**src/rtl/inst_fetch.sv**
```systemverilog
// Dual-issue instruction fetch: one 64-bit pair per memory request, one request
// outstanding, offers up to two instructions to the instruction buffer.
module inst_fetch #(
   parameter logic [31:0] RESET_PC = 32'h0000_0000
) (
   input  logic        clk,
   input  logic        rst,
   input  logic        branch_flag,
   input  logic [31:0] branch_target,
   input  logic        instbuf_full,
   output logic        imem_req,
   output logic [31:0] imem_addr,
   input  logic        imem_gnt,
   input  logic        imem_rvalid,
   input  logic [63:0] imem_rdata,
   output logic [1:0]  issue,
   output logic [31:0] in1_inst,
   output logic [31:0] in1_pc,
   output logic [31:0] in1_npc,
   output logic [31:0] in2_inst,
   output logic [31:0] in2_pc,
   output logic [31:0] in2_npc
);

   typedef enum logic [1:0] {REQ, WAIT, HOLD, DROP} state_t;

   state_t      state, state_nxt;
   logic [31:0] pc, pc_nxt;
   logic [1:0]  issue_nxt;
   logic [31:0] in1_inst_nxt, in1_pc_nxt, in1_npc_nxt;
   logic [31:0] in2_inst_nxt, in2_pc_nxt, in2_npc_nxt;
   logic        req_outstanding;

   function automatic logic [31:0] pair_base(input logic [31:0] a);
      return {a[31:3], 3'b000};
   endfunction

   function automatic logic [31:0] next_pair(input logic [31:0] a);
      return {a[31:3] + 29'd1, 3'b000};
   endfunction

   assign imem_req  = (state == REQ);
   assign imem_addr = pair_base(pc);

   // A request is still in flight after this edge if it was granted now, or
   // was granted earlier and its data has not yet returned.
   assign req_outstanding = ((state == REQ)  && imem_gnt)     ||
                            ((state == WAIT) && !imem_rvalid) ||
                            ((state == DROP) && !imem_rvalid);

   always_comb begin
      state_nxt    = state;
      pc_nxt       = pc;
      issue_nxt    = issue;
      in1_inst_nxt = in1_inst;
      in1_pc_nxt   = in1_pc;
      in1_npc_nxt  = in1_npc;
      in2_inst_nxt = in2_inst;
      in2_pc_nxt   = in2_pc;
      in2_npc_nxt  = in2_npc;

      if (branch_flag) begin
         pc_nxt    = branch_target;
         issue_nxt = 2'b00;
         state_nxt = req_outstanding ? DROP : REQ;
      end else begin
         case (state)
            REQ: begin
               if (imem_gnt)
                  state_nxt = WAIT;
            end
            WAIT: begin
               if (imem_rvalid) begin
                  state_nxt = HOLD;
                  pc_nxt    = next_pair(pc);
                  // An odd-word pc (e.g. a branch target) only uses the upper word.
                  if (!pc[2]) begin
                     issue_nxt    = 2'b11;
                     in1_inst_nxt = imem_rdata[31:0];
                     in1_pc_nxt   = pc;
                     in1_npc_nxt  = pc + 32'd4;
                     in2_inst_nxt = imem_rdata[63:32];
                     in2_pc_nxt   = pc + 32'd4;
                     in2_npc_nxt  = pc + 32'd8;
                  end else begin
                     issue_nxt    = 2'b10;
                     in1_inst_nxt = imem_rdata[63:32];
                     in1_pc_nxt   = pc;
                     in1_npc_nxt  = pc + 32'd4;
                     in2_inst_nxt = 32'd0;
                     in2_pc_nxt   = 32'd0;
                     in2_npc_nxt  = 32'd0;
                  end
               end
            end
            HOLD: begin
               if ((issue != 2'b00) && !instbuf_full) begin
                  issue_nxt = 2'b00;
                  state_nxt = REQ;
               end
            end
            DROP: begin
               if (imem_rvalid)
                  state_nxt = REQ;
            end
            default: state_nxt = REQ;
         endcase
      end
   end

   always_ff @(posedge clk or posedge rst) begin
      if (rst) begin
         state    <= REQ;
         pc       <= RESET_PC;
         issue    <= 2'b00;
         in1_inst <= 32'd0;
         in1_pc   <= 32'd0;
         in1_npc  <= 32'd0;
         in2_inst <= 32'd0;
         in2_pc   <= 32'd0;
         in2_npc  <= 32'd0;
      end else begin
         state    <= state_nxt;
         pc       <= pc_nxt;
         issue    <= issue_nxt;
         in1_inst <= in1_inst_nxt;
         in1_pc   <= in1_pc_nxt;
         in1_npc  <= in1_npc_nxt;
         in2_inst <= in2_inst_nxt;
         in2_pc   <= in2_pc_nxt;
         in2_npc  <= in2_npc_nxt;
      end
   end

endmodule

```
**config.mk**
```make
export PLATFORM = sky130hd
export DESIGN_NAME = inst_fetch
export DESIGN_NICKNAME = d
export VERILOG_FILES = /design/src/rtl/inst_fetch.sv
export SDC_FILE = /design/constraint.sdc
export NUM_CORES = 1
export LEC_CHECK = 0
export ABC_AREA = 1
export CORE_ASPECT_RATIO = 1.1
export CORE_MARGIN = 2
export CORE_UTILIZATION = 47
export CTS_CLUSTER_DIAMETER = 30
export CTS_CLUSTER_SIZE = 28
export DETAILED_ROUTE_END_ITERATION = 8
export MAX_ROUTING_LAYER = met4
export PLACE_DENSITY = 0.86
export SYNTH_ARGS = -nofsm -noshare
export SYNTH_HDL_FRONTEND = slang
export SYNTH_SLANG_ARGS = --single-unit
```
**constraint.sdc**
```tcl
create_clock -name clk -period 9.5 [get_ports clk]
set_clock_uncertainty 0.2 [all_clocks]
set_input_delay 1.9 -clock clk [delete_from_list [all_inputs] [get_ports clk]]
set_output_delay 1.9 -clock clk [all_outputs]
set_load 0.01 [all_outputs]
```
# Yosys cells after proc, flatten, opt, wreduce, memory -nomap -nowiden
# Index checks and enable logic that the tools add are counted.
# classes
n_addsub	3
n_mul	0
div_mod_pow	0
order_cmp	0
eq_ne	7
n_shift	0
muxes	18
n_bitwise	1
n_reduce_logical	17
# op_table
op	count
two-way mux 32 bit	7
adder 32 x 3 -> 32 bit, second input constant	1
adder 32 x 4 -> 32 bit, second input constant	1
adder 29 x 1 -> 29 bit, second input constant	1
two-way mux 2 bit	8
inequality test 3 bit, second input constant	3
one-hot mux 2 bit (4 select lines)	1
AND reduction 3 bit	2
nonzero test 2 bit	3
== test 2 bit, second input constant	2
logical AND 1 bit	4
one-hot mux 2 bit (2 select lines)	1
AND reduction 4 bit	1
inequality test 3 x 2 -> 1 bit, second input constant	1
nonzero test 3 bit	1
== test 2 x 1 -> 1 bit, second input constant	1
logical NOT 1 bit	2
logical NOT 2 bit	1
logical OR 1 bit	2
AND reduction 2 bit	1
two-way mux 1 bit	1
NOT 1 bit	1
# word_totals
regBits	228
latchBits	0
mem_bits_rw	0
romBits	0
input_bits	102
out_inout_bits	227
wordCells	55
memories	0

# Logic depth before layout (Yosys ltp)
# Gate-level depths: netlist (run 1).
# logic_depth
depth_word	6
depth_mapped	12
mapped_depth_nobuf	10

# Worst setup path before layout (run 1)
# No wires, ideal clock.
# synth_path
path_kind	in2reg
from	input port branch_flag
to	register in1_inst[0]
setup_ps	130
arrival_time_ps	2830
required_ps	9170
slack_ps	6340
cell_stages	8
n_path_buf	4
cell_sequence	buf_2 inv_2 nand3_2 buf_6 buf_2 buf_2 nand2_1 o211ai_1
# synth_between
elab_chain_cells	2
# synth_lines
element	line_no	text
start, declared	8	input logic branch_flag,
NOT 1 bit (no line)	-	
AND reduction 3 bit (no line)	-	
end signal, assigned	126	in1_inst <= in1_inst_nxt;
end, declared	17	output logic [31:0] in1_inst,
# Every way passes these cells.
# A chain may end at the register's enable or synchronous reset.

# Worst setup path in the final report (run 1)
# layout_path
from	input port branch_flag
to	register in1_npc[13]
# layout_between
elab_chain_cells	2
# layout_lines
element	line_no	text
NOT 1 bit (no line)	-	
AND reduction 3 bit (no line)	-	
end signal, assigned	128	in1_npc <= in1_npc_nxt;
end, declared	19	output logic [31:0] in1_npc,
# Every way passes these cells.

==> metrics, run 1 <==
Site Rows=56; Reg power frac=0.330; non-filler cells, final=1832; Placed Area=13400 µm²; number of enable flip-flop cells after synthesis=0; Ys Warns=0; area leader, netlist=dfrtp_1; Clock Latency Late Sink=0.52 ns; Final Slew Violations=0; Setup CP Type=in2reg; CP Launch Type=primary input; highest routed layer=met4; Root Driver=clkbuf_16; P_sw=1.57 mW; PortBufs=324; Die W=145 µm; VDD IR-drop max=219 µV; CTS Buf Count=44; vias=9846; final wirelength=34400 µm; PwrDens=323 nW/µm²; Worst EP arrival=5.54 ns; Max Fclk=187 MHz; drt pass-1 iters=6; cell count after synthesis=1222; H-Tree Depth=2; RePlAce Congestion=0.946; DRC Markers=0; Hold Crit Class=reg2reg; GRT overflow=0; outcome=finished clean; Synth Area per Inst=8.41 µm²; largest net degree at the start of global routing=161; clock power share=0.333; Worst setup EP type=flop; Worst-Margin Slew=1.16 ns; Seq/Total Area, Yosys=0.541; antenna viol nets, final=0; post-synth top area share=0.541; total track usage=0.302; most instantiated cells after synthesis=nand2_1 (464), dfrtp_1 (222), inv_1 (81), nand3_1 (68); Placed Cells=1751; Reg clk slew, reported paths=0.05 ns; Logic pwr share=0.337; Final Setup Violations=0; DR WL/cell=18.8 µm; area grow syn2layout=45.5%; TNS Setup=0 ns; vias in the first global route=10200; switching share of power=0.325; ant diodes=0; ys flop type=dfrtp_1; post-CTS setup buffers=0; CP Data Required Time=9.70 ns; Max Cap Viol=0; antenna violations before repair=0; CTS resizes=0; RSZ-0062 raised after global routing=false; Final Hold Viols=0; global-route wire length before repair=54300 µm; fin crit period=5.34 ns; I/O pin count=329; Initial Util=0.481; fin crit share=0.562; final instance area=15000 µm²; core box area=21400 µm²; fill count=1607; max_slew headroom=0.225; layout cells sized above 1=0.0746; die height=159 µm; Met1 Wirelength=13500 µm; DPL Wire Length=23100 µm; synth unique cells=29; Area contributors post-synth=dfrtp_1 (54%), nand2_1 (17%), nand3_1 (3.3%), buf_4 (3.1%), inv_1 (3.0%); asr flop ratio synth=1.00; Leak Pwr=6.99 nW; fin nets=1613; P_int=3.27 mW; post-synthesis register bit count=222; DR vias/cell=5.37; synthesized cell area=10300 µm²; CTS tree=yes; CTS Sinks=222; count leader, synth=nand2_1; initial DRC count=995; CTS Hold Buffers Added=0; die area=23100 µm²; Max Fanout on Critical Path=84; WL met3=2670 µm; met2 WL=16800 µm; fin util=0.700; Clock Tree Buf Depth=3
==> kinds of logic after synthesis <==
kind of cell | Yosys count | share of synthesized area
other | 1 | 0.000365
AND/OR/NAND/NOR | 626 | 0.251
adder cells (fa/ha/maj) | 4 | 0.00487
flip-flops | 222 | 0.541
XOR/XNOR | 18 | 0.0153
buffers and inverters | 179 | 0.0868
AO/OA/AOI/OAI | 172 | 0.101
==> placed cells by master, fill, tap and decap left out, types with 3 or more instances in the layout <==
cell	count
nor3_1	3
clkbuf_1	4
nor2_4	8
a21oi_1	10
nor2_1	56
nand4_1	9
nand3_1	68
clkinv_2	7
clkbuf_8	10
clkinvlp_4	4
a22oi_1	39
xor2_1	15
conb_1	4
bufinv_16	6
nor2_2	12
o21ai_1	37
ha_1	4
o211ai_1	20
buf_4	6
a22o_1	9
inv_1	80
inv_2	3
clkdlybuf4s50_1	324
o21ai_0	56
nand2_2	4
xnor2_1	3
inv_6	3
dfrtp_1	222
clkbuf_16	45
nand2_1	464
==> power groups by stage <==
stage | combinational [mW] | clock [mW] | sequential, mW
global placement | 1.58 | 0 | 1.58
finish | 1.63 | 1.61 | 1.60
detailed placement | 1.62 | 0 | 1.59
CTS | 1.64 | 1.61 | 1.59
floorplan | 0.599 | 0 | 1.67
global route | 1.75 | 1.67 | 1.63
==> layout make-up <==
type	instances	area, µm²	area share
clock buffers	59	1280	0.0855
well taps	290	363	0.0243
inverters	85	329	0.0220
multi-input cells	824	3850	0.258
clock inverters	22	289	0.0193
flip-flops and latches	222	5560	0.371
repair buffers	330	3290	0.220
==> metrics by stage <==
| stage | setup WS (ns) | total power [mW] | hold slack [ns] |
|---|---|---|---|
| 6_report | 4.16 | 4.84 | 0.278 |
| 3_5_place_dp | 3.75 | 3.21 | 0.265 |
| 4_1_cts | 4.26 | 4.84 | 0.281 |
| 5_1_grt | 3.98 | 5.06 | 0.303 |
| 2_1_floorplan | 1.32 | 2.27 | 0.256 |
| 3_3_place_gp | 3.78 | 3.16 | 0.264 |
==> flip-flops by register name, summed over array words and instances, names as in the netlist <==
register,flops
in2_npc,29
in2_inst,32
in2_pc,31
in1_pc,32
in1_inst,32
issue,2
state,2
in1_npc,30
pc,32
==> path summary, 6_finish.rpt <==
| path | startpoint | depth (start not counted) | end | slack (ns) |
|---|---|---|---|---|
| setup / recovery | branch_flag | 10 | in1_npc[13]$_DFFE_PP0P_ | 4.16 |
| hold / removal | in1_npc[26]$_DFFE_PP0P_ | 2 | in1_npc[26]$_DFFE_PP0P_ | 0.28 |
| setup reg to reg | state[1]$_DFFE_PP0P_ | 8 | in1_npc[13]$_DFFE_PP0P_ | 5.74 |
| hold reg to reg | in1_npc[26]$_DFFE_PP0P_ | 2 | in1_npc[26]$_DFFE_PP0P_ | 0.28 |
| max in group asynchronous | rst | 3 | pc[10]$_DFFE_PP0P_ | 5.79 |
| min in group asynchronous | rst | 2 | in1_inst[17]$_DFFE_PP0P_ | 1.85 |
==> critical path: stages <==
cell and delay, ns:
clkdlybuf4s50_1 0.39, buf_4 0.28, inv_2 0.16, nand3_4 0.72, inv_4 0.89, nand2_2 0.57, nor2_2 0.32, nand3_1 0.10
nand2_1 0.09, inv_1 0.04
==> metal layers <==
layer	up-vias	track usage
met2	519	0.488
met4	0	0.135
met1	4750	0.369
met5	-	-
li1	4464	-
met3	113	0.0613
Power figures use the tool's default switching activity.
==> inputs of run 2 (changes only) <==
CORE_UTILIZATION = 42   (was 47)
PLACE_DENSITY = 0.82   (was 0.86)
clock period = 4.82 ns   (was 9.5 ns; I/O delays follow)
==> metrics, run 2 (synthesis results as in run 1) <==
CTS Sinks=222; Site Rows=60; Clock Latency Late Sink=0.53 ns; Final Hold Viols=0; layout cells sized above 1=0.0802; vias=9675; Final Slew Violations=0; antenna violations before repair=1; area grow syn2layout=46.2%; final instance area=15000 µm²; die height=168 µm; Die W=153 µm; Pwr Total=9.42 mW; total track usage=0.273; Worst EP arrival=3.55 ns; outcome=finished clean; reg2reg setup slack=1.95 ns; global-route wire length before repair=54000 µm; vias in the first global route=9669; VDD IR-drop max=374 µV; Max Fanout on Critical Path=38; DR vias/cell=5.21; initial DRC count=838; PwrDens=627 nW/µm²; Final Setup Violations=0; die area=25700 µm²; drt pass-1 iters=5; antenna viol nets, final=0; non-filler cells, final=1858; Clock Tree Buf Depth=3; fin crit share=0.692; most common cell after layout, fill and taps aside=nand2_1; Root Driver=clkbuf_16; Placed Cells=1775; Worst-Margin Slew=0.933 ns; PortBufs=324; CP Data Required Time=5.03 ns; max_slew headroom=0.377; I/O pin count=329; DPL Wire Length=23900 µm; CP Launch Type=primary input; largest net degree at the start of global routing=153; CTS Hold Buffers Added=0; RSZ-0062 raised after global routing=false; Placed Area=13500 µm²; fin nets=1617; Reg clk slew, reported paths=0.05 ns; final wirelength=34400 µm; CTS Buf Count=44; Setup CP Type=in2reg; CTS resizes=0; Leak Pwr=7.00 nW; Max Cap Viol=0; GRT overflow=0; Hold Crit Class=reg2reg; final worst slack=1.48 ns; core box area=24200 µm²; TNS Setup=0 ns; DRC Markers=0; fin crit period=3.34 ns; Initial Util=0.424; RePlAce Congestion=0.927; Worst setup EP type=flop; H-Tree Depth=2; CTS tree=yes; pre-CTS worst setup slack=0.979 ns; post-CTS setup buffers=0; DR WL/cell=18.5 µm; most frequent cells in the layout=nand2_1 (464), clkdlybuf4s50_1 (323), dfrtp_1 (222); Max Fclk=300 MHz
## run 2: cell count changes in the layout (fill, tap and decap cells not counted)
| cell | before | now |
|---|---|---|
| bufinv_16 | 6 | 4 |
| inv_6 | 3 | 7 |
| buf_2 | 0 | 1 |
| clkdlybuf4s50_1 | 324 | 323 |
| buf_4 | 6 | 5 |
| clkbuf_8 | 10 | 6 |
| clkinvlp_4 | 4 | 7 |
| clkbuf_1 | 4 | 1 |
| clkinv_4 | 2 | 5 |
| buf_12 | 0 | 5 |
| diode_2 | 0 | 1 |
## run 2: worst max-delay path: stages
cell             delay (ns)
clkdlybuf4s50_1        0.62
nand3_4                0.45
inv_4                  0.52
nand2_2                0.46
nor2_2                 0.29
nand3_1                0.09
nand2_1                0.08
inv_1                  0.04
## run 2: metrics by stage
step,utilization,hold slack [ns]
after floorplan,-,0.256
after global placement,0.557,0.261
after detailed placement,0.557,0.264
after CTS,0.620,0.279
after global routing,0.620,0.300
final,0.620,0.277
## run 2: layer usage
layer / part of all wire / vias to the layer above / GRT usage
li1: - / 4479 / -
met1: 0.41 / 4653 / 0.353
met2: 0.47 / 452 / 0.418
met3: 0.071 / 91 / 0.0517
met4: 0.043 / 0 / 0.125
met5: 0 / - / -
## run 2: final cells by class
class,instances,area (µm²)
inverters,85,325
fillers,2025,9220
well taps,310,388
multi-input cells,824,3850
clock inverters,30,317
diodes,1,2.50
repair buffers,334,3380
clock buffers,52,1210
flip-flops and latches,222,5560
## run 2: worst paths after layout
kind / cells past startpoint / from / to
max: 8 / imem_rvalid / in1_npc[13]$_DFFE_PP0P_
min: 2 / in2_npc[8]$_DFFE_PP0P_ / in2_npc[8]$_DFFE_PP0P_
max reg2reg: 8 / state[1]$_DFFE_PP0P_ / in1_npc[13]$_DFFE_PP0P_
min reg2reg: 2 / in2_npc[8]$_DFFE_PP0P_ / in2_npc[8]$_DFFE_PP0P_
max in group asynchronous: 3 / rst / in2_npc[10]$_DFFE_PP0P_
min in group asynchronous: 2 / rst / in1_inst[17]$_DFFE_PP0P_
## run 2: power breakdown
part / internal (mW) / total [mW] / switching (mW)
combinational: 1.70 / 3.22 / 1.52
clock: 2.03 / 3.09 / 1.05
sequential: 2.57 / 3.11 / 0.548
==> inputs of run 3 (changes only) <==
clock period = 2.7 ns   (was 4.82 ns; I/O delays follow)
==> metrics, run 3 (synthesis results as in run 1) <==
Site Rows=60; Final Setup Violations=0; R2R depth=8; Clock Tree Buf Depth=3; CP Launch Type=flop; Worst-Margin Slew=0.686 ns; non-filler cells, final=1875; reg-to-reg endpoint=in2_npc[27]$_DFFE_PP0P_; most frequent cells in the layout=nand2_1 (464), clkdlybuf4s50_1 (323), dfrtp_1 (222); layout cells sized above 1=0.0902; CTS tree=yes; RePlAce Congestion=0.924; initial DRC count=796; Initial Util=0.424; Final Hold Viols=0; post-CTS setup buffers=0; CTS Sinks=222; vias=9810; CTS Hold Buffers Added=0; worst r2r src=pc[3]$_DFFE_PP0P_; Worst setup EP type=primary output; CP cell instances=clkdlybuf4s50_1; Reg power frac=0.316; largest net degree at the start of global routing=82; vias in the first global route=9876; DRC Markers=0; Largest stage delay, worst path=0.67 ns; area grow syn2layout=49.5%; die height=168 µm; CP Data Required Time=1.96 ns; Setup CP Type=reg2out; Placed Cells=1785; outcome=finished clean; Max Fanout on Critical Path=8; fin util=0.634; GRT overflow=0; final instance area=15400 µm²; final worst slack=0.184 ns; PwrDens=1150 nW/µm²; fin crit period=2.52 ns; switching share of power=0.327; final wirelength=35100 µm; CTS resizes=0; P_int=11.9 mW; antenna viol nets, final=0; CTS Buf Count=48; antenna violations before repair=1; total track usage=0.277; Worst EP arrival=1.78 ns; Final Slew Violations=0; P_sw=5.78 mW; Logic pwr share=0.328; VDD IR-drop max=738 µV; Die W=153 µm; clock power share=0.357; Buf+Inv Stages, Crit Path=1; Clock Latency Late Sink=0.53 ns; DR WL/cell=18.7 µm; core box area=24200 µm²; RSZ-0062 raised after global routing=false; die area=25700 µm²; PortBufs=324; fin crit share=0.932; critical path's top delay family=buffers and inverters; drt pass-1 iters=5; DPL Wire Length=24300 µm; DR vias/cell=5.23; H-Tree Depth=2; Leak Pwr=7.16 nW; most common cell after layout, fill and taps aside=nand2_1; reg2reg setup slack=0.43 ns; I/O pin count=329; Root Driver=clkbuf_16; pre-CTS worst setup slack=0.133 ns; global-route wire length before repair=55300 µm; fin nets=1631; max_slew headroom=0.542; Reg clk slew, reported paths=0.05 ns; Crit-path slowest cell=clkdlybuf4s50_1; Max Fclk=398 MHz; Hold Crit Class=in2async; Max Cap Viol=0; Placed Area=13600 µm²
-- run 3: changes by cell type in the layout (fill, tap and decap cells not counted), moves of 2 or more --
cell | previous run | this run
buf_12 | 5 | 7
buf_4 | 5 | 13
clkinvlp_4 | 7 | 9
clkinv_4 | 5 | 8
clkbuf_8 | 6 | 3
bufinv_16 | 4 | 8
clkbuf_16 | 45 | 50
clkinv_2 | 7 | 2
-- run 3: power groups by stage --
| stage | Sequential, mW | Clock, mW | Combinational [mW] |
|---|---|---|---|
| after floorplan | 5.87 | 0 | 2.11 |
| after global placement | 5.57 | 0 | 5.69 |
| after detailed placement | 5.58 | 0 | 5.80 |
| after CTS | 5.58 | 6.38 | 5.85 |
| after global routing | 5.74 | 6.55 | 6.25 |
| final | 5.59 | 6.31 | 5.80 |
-- run 3: layout make-up --
class / count / area, µm²
antenna: 1 / 2.50
clock buffer: 54 / 1300
clock inverter: 35 / 472
fill: 1992 / 8880
inverter: 85 / 325
multi-input combinational: 824 / 3850
sequential: 222 / 5560
tap: 310 / 388
timing repair buffer: 344 / 3480
-- run 3: metrics by stage --
step	hold slack [ns]	power [mW]	setup TNS, ns
floorplan	0.256	7.98	-207.80
global placement	0.262	11.3	0
detailed placement	0.264	11.4	0
CTS	0.111	17.8	0
global route	0.165	18.5	0
finish	0.125	17.7	0
-- run 3: worst max path at each step --
stage,from,endpoint,slack [ns],depth (start not counted)
floorplan,rst,in1_inst[0]$_DFFE_PP0P_,-0.94,1
detailed placement,imem_rvalid,issue[0]$_DFFE_PP0P_,0.13,5
global placement,imem_rvalid,issue[0]$_DFFE_PP0P_,0.22,5
global route,pc[5]$_DFFE_PP0P_,imem_addr[5],0.12,1
finish,pc[5]$_DFFE_PP0P_,imem_addr[5],0.18,1
CTS,pc[5]$_DFFE_PP0P_,imem_addr[5],0.15,1
-- run 3: routing by layer --
layer | global-route usage | up-vias | share of wire
li1 | - | 4516 | -
met1 | 0.355 | 4738 | 0.42
met2 | 0.436 | 455 | 0.48
met3 | 0.0453 | 101 | 0.065
met4 | 0.122 | 0 | 0.042
met5 | - | - | 0
